File: config.mk
export PLATFORM = sky130hd
export DESIGN_NAME = mux_n_to_1_pipe
export DESIGN_NICKNAME = d
export VERILOG_FILES = /design/src/rtl/mips_pkg.sv /design/src/rtl/rr_arbiter.sv /design/src/rtl/mux_n_to_1_pipe.sv
export SDC_FILE = /design/constraint.sdc
export NUM_CORES = 1
export LEC_CHECK = 0
export ABC_CLOCK_PERIOD_IN_PS = 4850
export CORE_MARGIN = 1
export CORE_UTILIZATION = 45
export CTS_CLUSTER_DIAMETER = 100
export CTS_CLUSTER_SIZE = 10
export DETAILED_ROUTE_END_ITERATION = 10
export PLACE_DENSITY_LB_ADDON = 0.05
export SETUP_SLACK_MARGIN = 0.3
export SLEW_MARGIN = 20
export SYNTH_ARGS = -nofsm -noshare
export SYNTH_HDL_FRONTEND = slang
export SYNTH_SLANG_ARGS = --single-unit
File: constraint.sdc
create_clock -name clk -period 4.85 [get_ports clk]
set_clock_uncertainty 0.1 [all_clocks]
set_input_delay 0.97 -clock clk [delete_from_list [all_inputs] [get_ports clk]]
set_output_delay 0.97 -clock clk [all_outputs]
set_load 0.03 [all_outputs]
File: src/rtl/mips_pkg.sv
// Shared datapath constants: selector modes and an elaboration-time clog2 helper.
package mips_pkg;

    localparam logic MODE_FIXED = 1'b0;
    localparam logic MODE_RR    = 1'b1;

    function automatic int unsigned clog2(input int unsigned n);
        int unsigned r;
        r = 0;
        for (int unsigned i = 0; i < 32; i++) begin
            if ((32'd1 << i) < n) begin
                r = i + 1;
            end
        end
        return r;
    endfunction

endpackage

File: src/rtl/rr_arbiter.sv
// Combinational round-robin arbiter: first asserted request at or above ptr, wrapping.
module rr_arbiter #(
    parameter int unsigned N_IN  = 4,
    parameter int unsigned SEL_W = 2
) (
    input  logic [N_IN-1:0]  req,
    input  logic [SEL_W-1:0] ptr,
    output logic [N_IN-1:0]  gnt,
    output logic [SEL_W-1:0] gnt_idx,
    output logic             gnt_valid
);

    // Constant-index compare keeps the search free of variable bit selects.
    always_comb begin
        int unsigned idx;
        gnt       = '0;
        gnt_idx   = '0;
        gnt_valid = 1'b0;
        idx       = 0;
        for (int unsigned k = 0; k < N_IN; k++) begin
            idx = 32'(ptr) + k;
            if (idx >= N_IN) begin
                idx = idx - N_IN;
            end
            for (int unsigned j = 0; j < N_IN; j++) begin
                if (!gnt_valid && (j == idx) && req[j]) begin
                    gnt_valid = 1'b1;
                    gnt[j]    = 1'b1;
                    gnt_idx   = SEL_W'(j);
                end
            end
        end
    end

endmodule

File: src/rtl/mux_n_to_1_pipe.sv
// N-input selector with valid/ready handshakes, fixed or round-robin source choice,
// and a 2-entry registered output skid buffer.
module mux_n_to_1_pipe
    import mips_pkg::*;
#(
    parameter int unsigned WIDTH = 32,
    parameter int unsigned N_IN  = 4,
    parameter int unsigned SEL_W = 2
) (
    input  logic                    clk,
    input  logic                    rst_n,
    input  logic [N_IN*WIDTH-1:0]   in_data,
    input  logic [N_IN-1:0]         in_valid,
    output logic [N_IN-1:0]         in_ready,
    input  logic [SEL_W-1:0]        sel,
    input  logic                    mode,
    output logic [WIDTH-1:0]        out_data,
    output logic [SEL_W-1:0]        out_src,
    output logic                    out_valid,
    input  logic                    out_ready
);

    if (SEL_W < clog2(N_IN)) begin : g_sel_w_check
        $error("mux_n_to_1_pipe: SEL_W too narrow for N_IN");
    end

    // Entry 0 is the head; entry 1 is only valid when entry 0 is.
    logic [WIDTH-1:0] data_q [2];
    logic [SEL_W-1:0] src_q  [2];
    logic [1:0]       vld_q;
    logic             space_q;
    logic [SEL_W-1:0] rr_ptr_q;

    logic [WIDTH-1:0] data_d [2];
    logic [SEL_W-1:0] src_d  [2];
    logic [1:0]       vld_d;

    logic [N_IN-1:0]  rr_gnt;
    logic [SEL_W-1:0] rr_idx;
    logic             rr_valid;

    logic [N_IN-1:0]  grant_c;
    logic [WIDTH-1:0] push_data;
    logic [SEL_W-1:0] push_src;
    logic             push;
    logic             pop;
    logic [SEL_W-1:0] rr_ptr_d;

    rr_arbiter #(
        .N_IN  (N_IN),
        .SEL_W (SEL_W)
    ) u_rr_arbiter (
        .req       (in_valid),
        .ptr       (rr_ptr_q),
        .gnt       (rr_gnt),
        .gnt_idx   (rr_idx),
        .gnt_valid (rr_valid)
    );

    // Grant vector and accepted payload; an out-of-range sel grants nothing.
    always_comb begin
        grant_c   = '0;
        push_data = '0;
        push_src  = '0;
        if (mode == MODE_RR) begin
            grant_c = rr_gnt;
        end else begin
            for (int unsigned j = 0; j < N_IN; j++) begin
                if (32'(sel) == j) begin
                    grant_c[j] = 1'b1;
                end
            end
        end
        for (int unsigned j = 0; j < N_IN; j++) begin
            if (grant_c[j]) begin
                push_data = in_data[j*WIDTH +: WIDTH];
                push_src  = SEL_W'(j);
            end
        end
    end

    assign in_ready  = grant_c & {N_IN{space_q}};
    assign push      = |(in_valid & in_ready);
    assign pop       = vld_q[0] & out_ready;
    assign out_data  = data_q[0];
    assign out_src   = src_q[0];
    assign out_valid = vld_q[0];

    // Buffer next state: pop shifts entry 1 forward, push fills the first free slot.
    always_comb begin
        data_d   = data_q;
        src_d    = src_q;
        vld_d    = vld_q;
        rr_ptr_d = rr_ptr_q;
        if (pop) begin
            data_d[0] = data_q[1];
            src_d[0]  = src_q[1];
            vld_d     = {1'b0, vld_q[1]};
        end
        if (push) begin
            if (!vld_d[0]) begin
                data_d[0] = push_data;
                src_d[0]  = push_src;
                vld_d[0]  = 1'b1;
            end else begin
                data_d[1] = push_data;
                src_d[1]  = push_src;
                vld_d[1]  = 1'b1;
            end
            if ((mode == MODE_RR) && rr_valid) begin
                rr_ptr_d = (32'(rr_idx) == N_IN - 1) ? '0 : SEL_W'(32'(rr_idx) + 1);
            end
        end
    end

    // space_q holds 0 through reset so nothing is accepted until the first clock after release.
    always_ff @(posedge clk or negedge rst_n) begin
        if (!rst_n) begin
            for (int i = 0; i < 2; i++) begin
                data_q[i] <= '0;
                src_q[i]  <= '0;
            end
            vld_q    <= '0;
            space_q  <= 1'b0;
            rr_ptr_q <= '0;
        end else begin
            data_q   <= data_d;
            src_q    <= src_d;
            vld_q    <= vld_d;
            space_q  <= ~(vld_d[0] & vld_d[1]);
            rr_ptr_q <= rr_ptr_d;
        end
    end

endmodule

==> qor.csv <==
metric,value,unit
Max Cap Viol,0,
Setup crit end kind,output pin,
largest net degree at the start of global routing,74,
Worst Path Max Fanout,11,
slowest cell delay on critical path,680,ps
Worst EP required,3780,ps
area taken by multi-input logic gates,2218,sq um
min-delay worst type,reg -> reg,
Clock power frac,17.0,%
Fillers,809,
CTS Hold Buffers Added,0,
CP arrival,3090,ps
Fin. Hold Viols,0,
RR Endpoint,data_q[1]$_DFFE_PN0P_,
register area,1827,sq um
fin worst setup slack,688.0,ps
worst-skew pair later-pin latency,340,ps
Routed met1 length,5.511,mm
pwr dens,585.8,nW/um^2
"count leader, synth",mux2i_1,
Post-Synthesis Cells,452,
Cell Int Power,2.284,mW
routed length on met3,859,um
Final Max Tran Viols,0,
post_cts resized,0,
Via Count,3917,
DIE HEIGHT,103.8,um
cells along the critical path,clkdlybuf4s50_1 -> and2b_1 -> o21bai_1 -> a41oi_4 -> nor2_1 -> clkdlybuf4s50_1,
routed wl met2,6.098,mm
Crit-path slowest cell,clkdlybuf4s50_1,
row cnt,36,
CP Launch Type,input port,
fin area,6476,sq um
number of synthesized register bits,73,
clock sinks,73,
VDD IR-drop max,0.2796,mV
layout cells sized above 1,6.873,%
largest cells by area after synthesis,"dfrtp_1, mux2i_1, a32oi_1",
Top Metal Used,met4,
setup TNS,0,ps
YS warnings,0,
Worst R2R Start,rr_ptr_q[0]$_DFFE_PN0P_,
total gr overflow,0,
Layout area overhead,38.95,%
end-of-flow core utilization,65.35,%
Critical Path End,in_ready[3],
die area,10770,sq um
drt wl/cell,17.69,um
Pre-antenna DRT Iters,4,
Crit path buffers/inverters,2,
"Top FF cell, synth",dfrtp_1,
core area,9910,sq um
Top delay family on crit path,buffers and inverters,
Post-Syn Area,4661,sq um
clock-pin transition on the worst setup and hold timing paths,80,ps
CTS tree,built,
Crit. path cell count,6,
HPWL after detailed placement,8.560,mm
post-CTS setup buffers,0,
DP Area,6200,sq um
I/O Pins,177,
final wirelength,12.65,mm
"EDFF count, synth",0,
via count of the first global-routing pass,4094,
switching share of power,39.80,%
DRC,0,
nets@finish,715,
IO buf count,176,
Pwr Total,3.794,mW
Cell variety after synth,45,
H-Tree Depth,3,
Worst-Margin Slew,932.5,ps
initial antenna violation count,0,
post-route minimum period,4162,ps
status,"finished, final reports clean",
Placed Instances,699,
Root Buffer,clkbuf_8,
R2R cell count,8,
Synthesized Nets,590,
CP startpoint,in_valid[0],
DIE WIDTH,103.8,um
Initial Util,47.03,%
worst reg2reg setup slack,1880,ps
RD Place Congestion,0.8390,
Lkg Pwr,3.052,nW
Sequential Power Share,29.6,%
buffer depth of the longest clock path,2,
Yosys top cell area share,39.19,%
Routed Antenna Nets,0,
Diodes inserted,0,
Finished Layout Cells,715,
final setup violation count,0,
RSZ-0062 raised after global routing,no,
Avg Synthesized Cell Area,10.31,sq um
Tot GR Track Use,23.99,%
"Seq/Total Area, Yosys",39.19,%
worst slack at placement,707.5,ps
fmax,0.2403,GHz
Psw,1.510,mW
critical path type,in -> out,
CP most frequent cell,clkdlybuf4s50_1,
Comb power frac,53.3,%
initial DRC count,228,
first-pass GRT wire length,20.49,mm
Async SR Flop Fraction,100.0,%
most instantiated cells after synthesis,"mux2i_1, dfrtp_1, inv_1, buf_4",
Via density,5.478,
hold slack,419.8,ps
Num CTS Buffers,9,
relative slew slack,37.83,%
fin crit share,85.81,%
Yosys top cell by area,dfrtp_1,
power groups by stage:
stage	Sequential, mW	Combinational [mW]	Clock, mW
after floorplan	1.07	1.63	0
after global placement	1.12	1.99	0
after detailed placement	1.13	2.03	0
after CTS	1.13	2.04	0.659
after global routing	1.17	2.18	0.687
final	1.12	2.02	0.646
tightest hold or removal path, stage by stage (launching register included):
cell	delay (ps)
dfrtp_1	380
inv_1	50
mux2i_1	50
registers in the layout (all words and copies together) (netlist names):
signal / count
src_q: 2
data_q: 32
rr_ptr_q: 2
out_data: 32
space_q: 1
out_src: 2
vld_q: 2
metal layers:
layer | up-vias | global-route usage, %
met3 | 16 | 6.356
li1 | 1874 | -
met1 | 1888 | 29.84
met4 | 0 | 6.531
met2 | 139 | 41.08
met5 | - | 0
placed cells by master (no fill, tap or decap), types with 2 or more instances in the layout:
cell type and n:
a21o_1 33, nand2_1 9, clkbuf_8 11, a31o_1 2, inv_1 39, buf_4 12, mux2i_1 102, bufinv_16 4
clkdlybuf4s50_1 173, nand2b_1 2, dfrtp_1 73, o22ai_1 32, a32oi_1 32, or2_2 2, nand3_1 4, and2_1 3
and3_1 4, nor2_1 5, a21oi_1 5, o21ai_0 6
worst min path at each step:
| stage | slack, ps | startpoint | cells past startpoint | to |
|---|---|---|---|---|
| floorplan | 370 | vld_q[1]$_DFF_PN0_ | 2 | vld_q[1]$_DFF_PN0_ |
| global placement | 390 | vld_q[1]$_DFF_PN0_ | 2 | vld_q[1]$_DFF_PN0_ |
| detailed placement | 410 | data_q[13]$_DFFE_PN0P_ | 2 | data_q[13]$_DFFE_PN0P_ |
| CTS | 420 | data_q[13]$_DFFE_PN0P_ | 2 | data_q[13]$_DFFE_PN0P_ |
| global route | 440 | data_q[26]$_DFFE_PN0P_ | 2 | data_q[26]$_DFFE_PN0P_ |
| finish | 420 | data_q[13]$_DFFE_PN0P_ | 2 | data_q[13]$_DFFE_PN0P_ |
area by class of cell:
| type | count | share of cell area (%) |
|---|---|---|
| Multi-Input combinational cell | 268 | 34.25 |
| Timing Repair Buffer | 186 | 28.44 |
| Sequential cell | 73 | 28.21 |
| Tap cell | 133 | 2.570 |
| Clock buffer | 11 | 2.338 |
| Inverter | 39 | 2.260 |
| Clock inverter | 5 | 1.932 |
cell families (layout without fill, tap and decap cells):
family	after synthesis	in the layout	synth area share [%]
and+or+nand+nor	38	38	4.376
muxes	103	103	22.15
buffers and inverters	111	241	13.88
AOI/OAI and AO/OA	126	126	20.19
DFF	73	73	39.19
adders and majority gates	1	1	0.2148
No activity file was read; power rests on OpenSTA's default activity.
==> edit 1: new RTL, same settings <==
`WIDTH`: 32 -> 64.
--- a/src/rtl/mux_n_to_1_pipe.sv
+++ b/src/rtl/mux_n_to_1_pipe.sv
@@ -5,3 +5,3 @@
 #(
-    parameter int unsigned WIDTH = 32,
+    parameter int unsigned WIDTH = 64,
     parameter int unsigned N_IN  = 4,
Ports: changed (resized in_data and out_data); port bits go from 177 to 337. No check against the original RTL was run, so the function may have changed too.
==> edit 1 against the unedited design <==
  * Sequential cell count up 64
  * Routed wire length increased by 79%
  * Power is 85% higher
  * Count of clock-buffer cells in the layout increased by 12
  * Fmax is 0.93% lower
  * Design area is 81% higher
  * Setup slack got worse by 0.039 ns
  * Area after synthesis increased by 74%
==> edit 1: results (changes against the unedited design) <==
Status
  • Run status: completed

Detailed routing
  • Iter 0 DRT Violations: 253 (+11%)
  • Final WL: 22,600 microns (+79%)
  • Vias: 6,755 (+72%)

Synthesis
  • Syn Area/Cell: 11.2 sq um (+8.3%)
  • Post-synthesis sequential area ratio: 42.2% (+3.0 points)
  • Synth top cells by count: mux2i_1, dfrtp_1, buf_4
  • Syn Nets: 994 (+68%)

Cells and area
  • Clock buffer count: 23 (+12)
  • Share of cells above drive strength 1: 6.02% (-0.85 points)
  • Nets: 1,234 (+73%)
  • Multi-input gate area: 3690 sq um (+66%)
  • Sequential cell area share: 29.3% (+1.1 points)
  • Fillers: 1,319 (+63%)

Clock tree
  • Worst-Skew Late Latency: 0.41 ns (+0.07 ns)
  • Total CTS buffers: 17 (+8)
  • # H-tree levels: 4 (+1)
  • Clock transition at path regs: 0.05 ns (-0.03 ns)
  • Root Driver: clkbuf_16

Placed design
  • PortBufs: 336 (+91%)
  • Pre-CTS WS: 0.659 ns (-0.0481 ns)
  • Cell Area, Placed: 11,200 sq um (+80%)

Global route
  • First-pass GRT wire length: 35,400 microns (+73%)

Critical path
  • Crit Path Max Fanout: 13 (+2)
  • Worst setup path endpoint: in_ready[1]
  • Register-to-register setup slack: 1.82 ns (-0.06 ns)
  • Worst R2R Start: rr_ptr_q[1]

STA
  • Worst hold margin: 0.395 ns (-0.0244 ns)
  • Setup ws final: 0.649 ns (-0.0393 ns)

Worst hold path
  • HP Start: src_q[1]
[edit 1: cell types whose count changed after synthesis, sizes merged, moves of 4 or more]
cell / unedited run / this run
a21o: 33 / 1
a221o: 0 / 64
a32oi: 32 / 0
buf: 48 / 103
dfrtp: 73 / 137
inv: 39 / 70
mux2: 1 / 5
mux2i: 102 / 192
o221ai: 1 / 64
o22ai: 33 / 2
[edit 1: per-layer routing]
metal,global-route usage (%),part of all wire [%]
met2,45.1,52
met4,7.84,1.9
met3,6.08,7.3
met5,0,0
met1,28.3,39
[edit 1: cell families after synthesis]
logic type | Yosys count | synth area share, %
buffers and inverters | 199 | 13.4
adders and majority gates | 1 | 0.123
DFF | 137 | 42.2
and+or+nand+nor | 35 | 2.49
AOI/OAI and AO/OA | 159 | 17.5
muxes | 197 | 24.3
[edit 1: report_power, final]
group          total (mW)  switching (mW)  internal, mW
Clock                1.15           0.462         0.685
Combinational        3.77            2.01          1.76
Sequential           2.10           0.346          1.76
Total                7.02            2.82          4.20
==> edit 2: new RTL, same flow settings <==
Without the edit above. Add an input register stage for `mode`, cleared by the reset; this delays it by one clock. The other inputs are not delayed to match.
--- a/src/rtl/mux_n_to_1_pipe.sv
+++ b/src/rtl/mux_n_to_1_pipe.sv
@@ -21,2 +21,12 @@
 );
+
+    logic mode_q;
+
+    always_ff @(posedge clk or negedge rst_n) begin
+        if (!rst_n) begin
+            mode_q <= '0;
+        end else begin
+            mode_q <= mode;
+        end
+    end
 
@@ -64,3 +74,3 @@
         push_src  = '0;
-        if (mode == MODE_RR) begin
+        if (mode_q == MODE_RR) begin
             grant_c = rr_gnt;
@@ -109,3 +119,3 @@
             end
-            if ((mode == MODE_RR) && rr_valid) begin
+            if ((mode_q == MODE_RR) && rr_valid) begin
                 rr_ptr_d = (32'(rr_idx) == N_IN - 1) ? '0 : SEL_W'(32'(rr_idx) + 1);
Function: changed (Yosys sat finds a counterexample within 4 cycles, from zero or initial values and one cycle with rst_n low).
==> edit 2 against the unedited design <==
  * Core utilization fell by 2.5 points
  * Design area up 7.0%
  * Power increased by 0.36%
  * Sequential cell count up 1
  * Register-to-register slack better by 0.20 ns
  * Area after synthesis rose by 11%
  * Routed wire length increased by 12%
  * Hold slack got worse by 0.0061 ns
  * Sequential power hardly changed
  * Combinational power is 2% higher
  * Setup slack gained 0.15 ns
==> edit 2: results (changes against the unedited design) <==
Detailed routing
  • WL met3: 847 microns (-1.4%)
  • Iter 0 DRT Violations: 207 (-9.2%)
  • Wire length on met1: 5990 microns (+8.7%)
  • Met2 wire len: 7230 microns (+19%)
  • Via-to-Cell Ratio: 5.58 (+1.8%)
  • DRT Pass-1 Iters: 5 (+1)
  • Final WL: 14,200 microns (+12%)
  • Vias: 4,592 (+17%)

Critical path
  • R2R cell count: 6 (-2)
  • Worst R2R Start: mode_q
  • Beginning of the critical path: in_valid[3]
  • Crit Path Max Fanout: 10 (-1)
  • Register-to-register setup slack: 2.08 ns (+0.20 ns)
  • R2r endpoint: out_data[29]

Cells and area
  • Nets: 816 (+14%)
  • Share of cells above drive strength 1: 13.8% (+6.9 points)

Global route
  • Met1 Use GR: 29.9% (about the same)
  • Met3 Usage GRT: 5.57% (-0.78 points)
  • Pin count of the biggest net entering global routing: 75 (+1.4%)
  • Met2 usage: 42.8% (+1.7 points)
  • First-pass GRT wire length: 22,300 microns (+8.7%)
  • Overall Global Routing Usage: 24.2% (+0.21 points)

Status
  • Run status: completed

Synthesis
  • Yosys cell types: 49 (+8.9%)
  • Post-synthesis sequential area ratio: 35.7% (-3.5 points)
  • Largest cells by area after synthesis: dfrtp_1, mux2_2, mux2i_1
  • Synth Area in Adders: 0.193% (-0.022 points)
  • Syn Inst Count: 565 (+25%)
  • Mux cell area share after synthesis: 14.3% (-7.8 points)
  • Compound-Gate Fraction of Synth Area: 27.7% (+7.5 points)
  • Top_reg_cell synth: dfrtp_1
  • Synth top cells by count: nor2_1, dfrtp_1, nand2_1
  • Syn Nets: 703 (+19%)

Placed design
  • Cell Area, Placed: 6650 sq um (+7.2%)
  • Placed insts: 807 (+15%)
  • GP Congestion: 0.830 (-1.1%)
  • DPL Wire Length: 9890 microns (+16%)

Power and ir drop
  • Worst ir drop on vdd: 0.313 mV (+12%)
  • Clock network fraction of design power: 16.2% (-0.8 points)
  • Sw power: 1.58 mW (+4.6%)
  • LEAKAGE: 2.85 nW (-6.5%)

Worst hold path
  • WHS Endpoint: data_q[1]
  • HP Start: data_q[1]

STA
  • Worst Tran Pin Value: 0.954 ns (+0.0219 ns)

Clock tree
  • Post-cts gate resize count: 0 (unchanged)
  • Root Driver: clkbuf_16
  • Clock transition at path regs: 0.05 ns (-0.03 ns)
-- edit 2: cell types whose count changed in the layout (fill, tap and decap cells not counted), sizes merged, moves of 30 or more --
cell	delta
o22a	+32
inv	-31
a21o	-31
mux2i	-66
o22ai	-30
a21oi	+30
mux2	+33
a32oi	-32
o21ai	+60
a221o	+31
nand2	+33
nor2	+73
-- edit 2: worst max-delay path: cells and delay by family --
kind / cells / cell delay [ns]
buf+inv: 2 / 1.26
compound gates: 2 / 0.53
simple gates: 2 / 0.19
-- edit 2: layout make-up --
cell class / instances / area, sq um
clock buffer: 10 / 239
clock inverter: 6 / 42.5
fill: 981 / 4100
inverter: 8 / 30.0
multi-input combinational: 400 / 2770
sequential: 74 / 1850
tap: 140 / 175
timing repair buffer: 185 / 1820
-- edit 2: stage by stage --
step | setup slack [ns] | hold WS (ns)
final | 0.834 | 0.414
after global routing | 0.759 | 0.436
after CTS | 0.844 | 0.411
after detailed placement | 0.846 | 0.398
after global placement | 0.899 | 0.391
after floorplan | 1.42 | 0.366
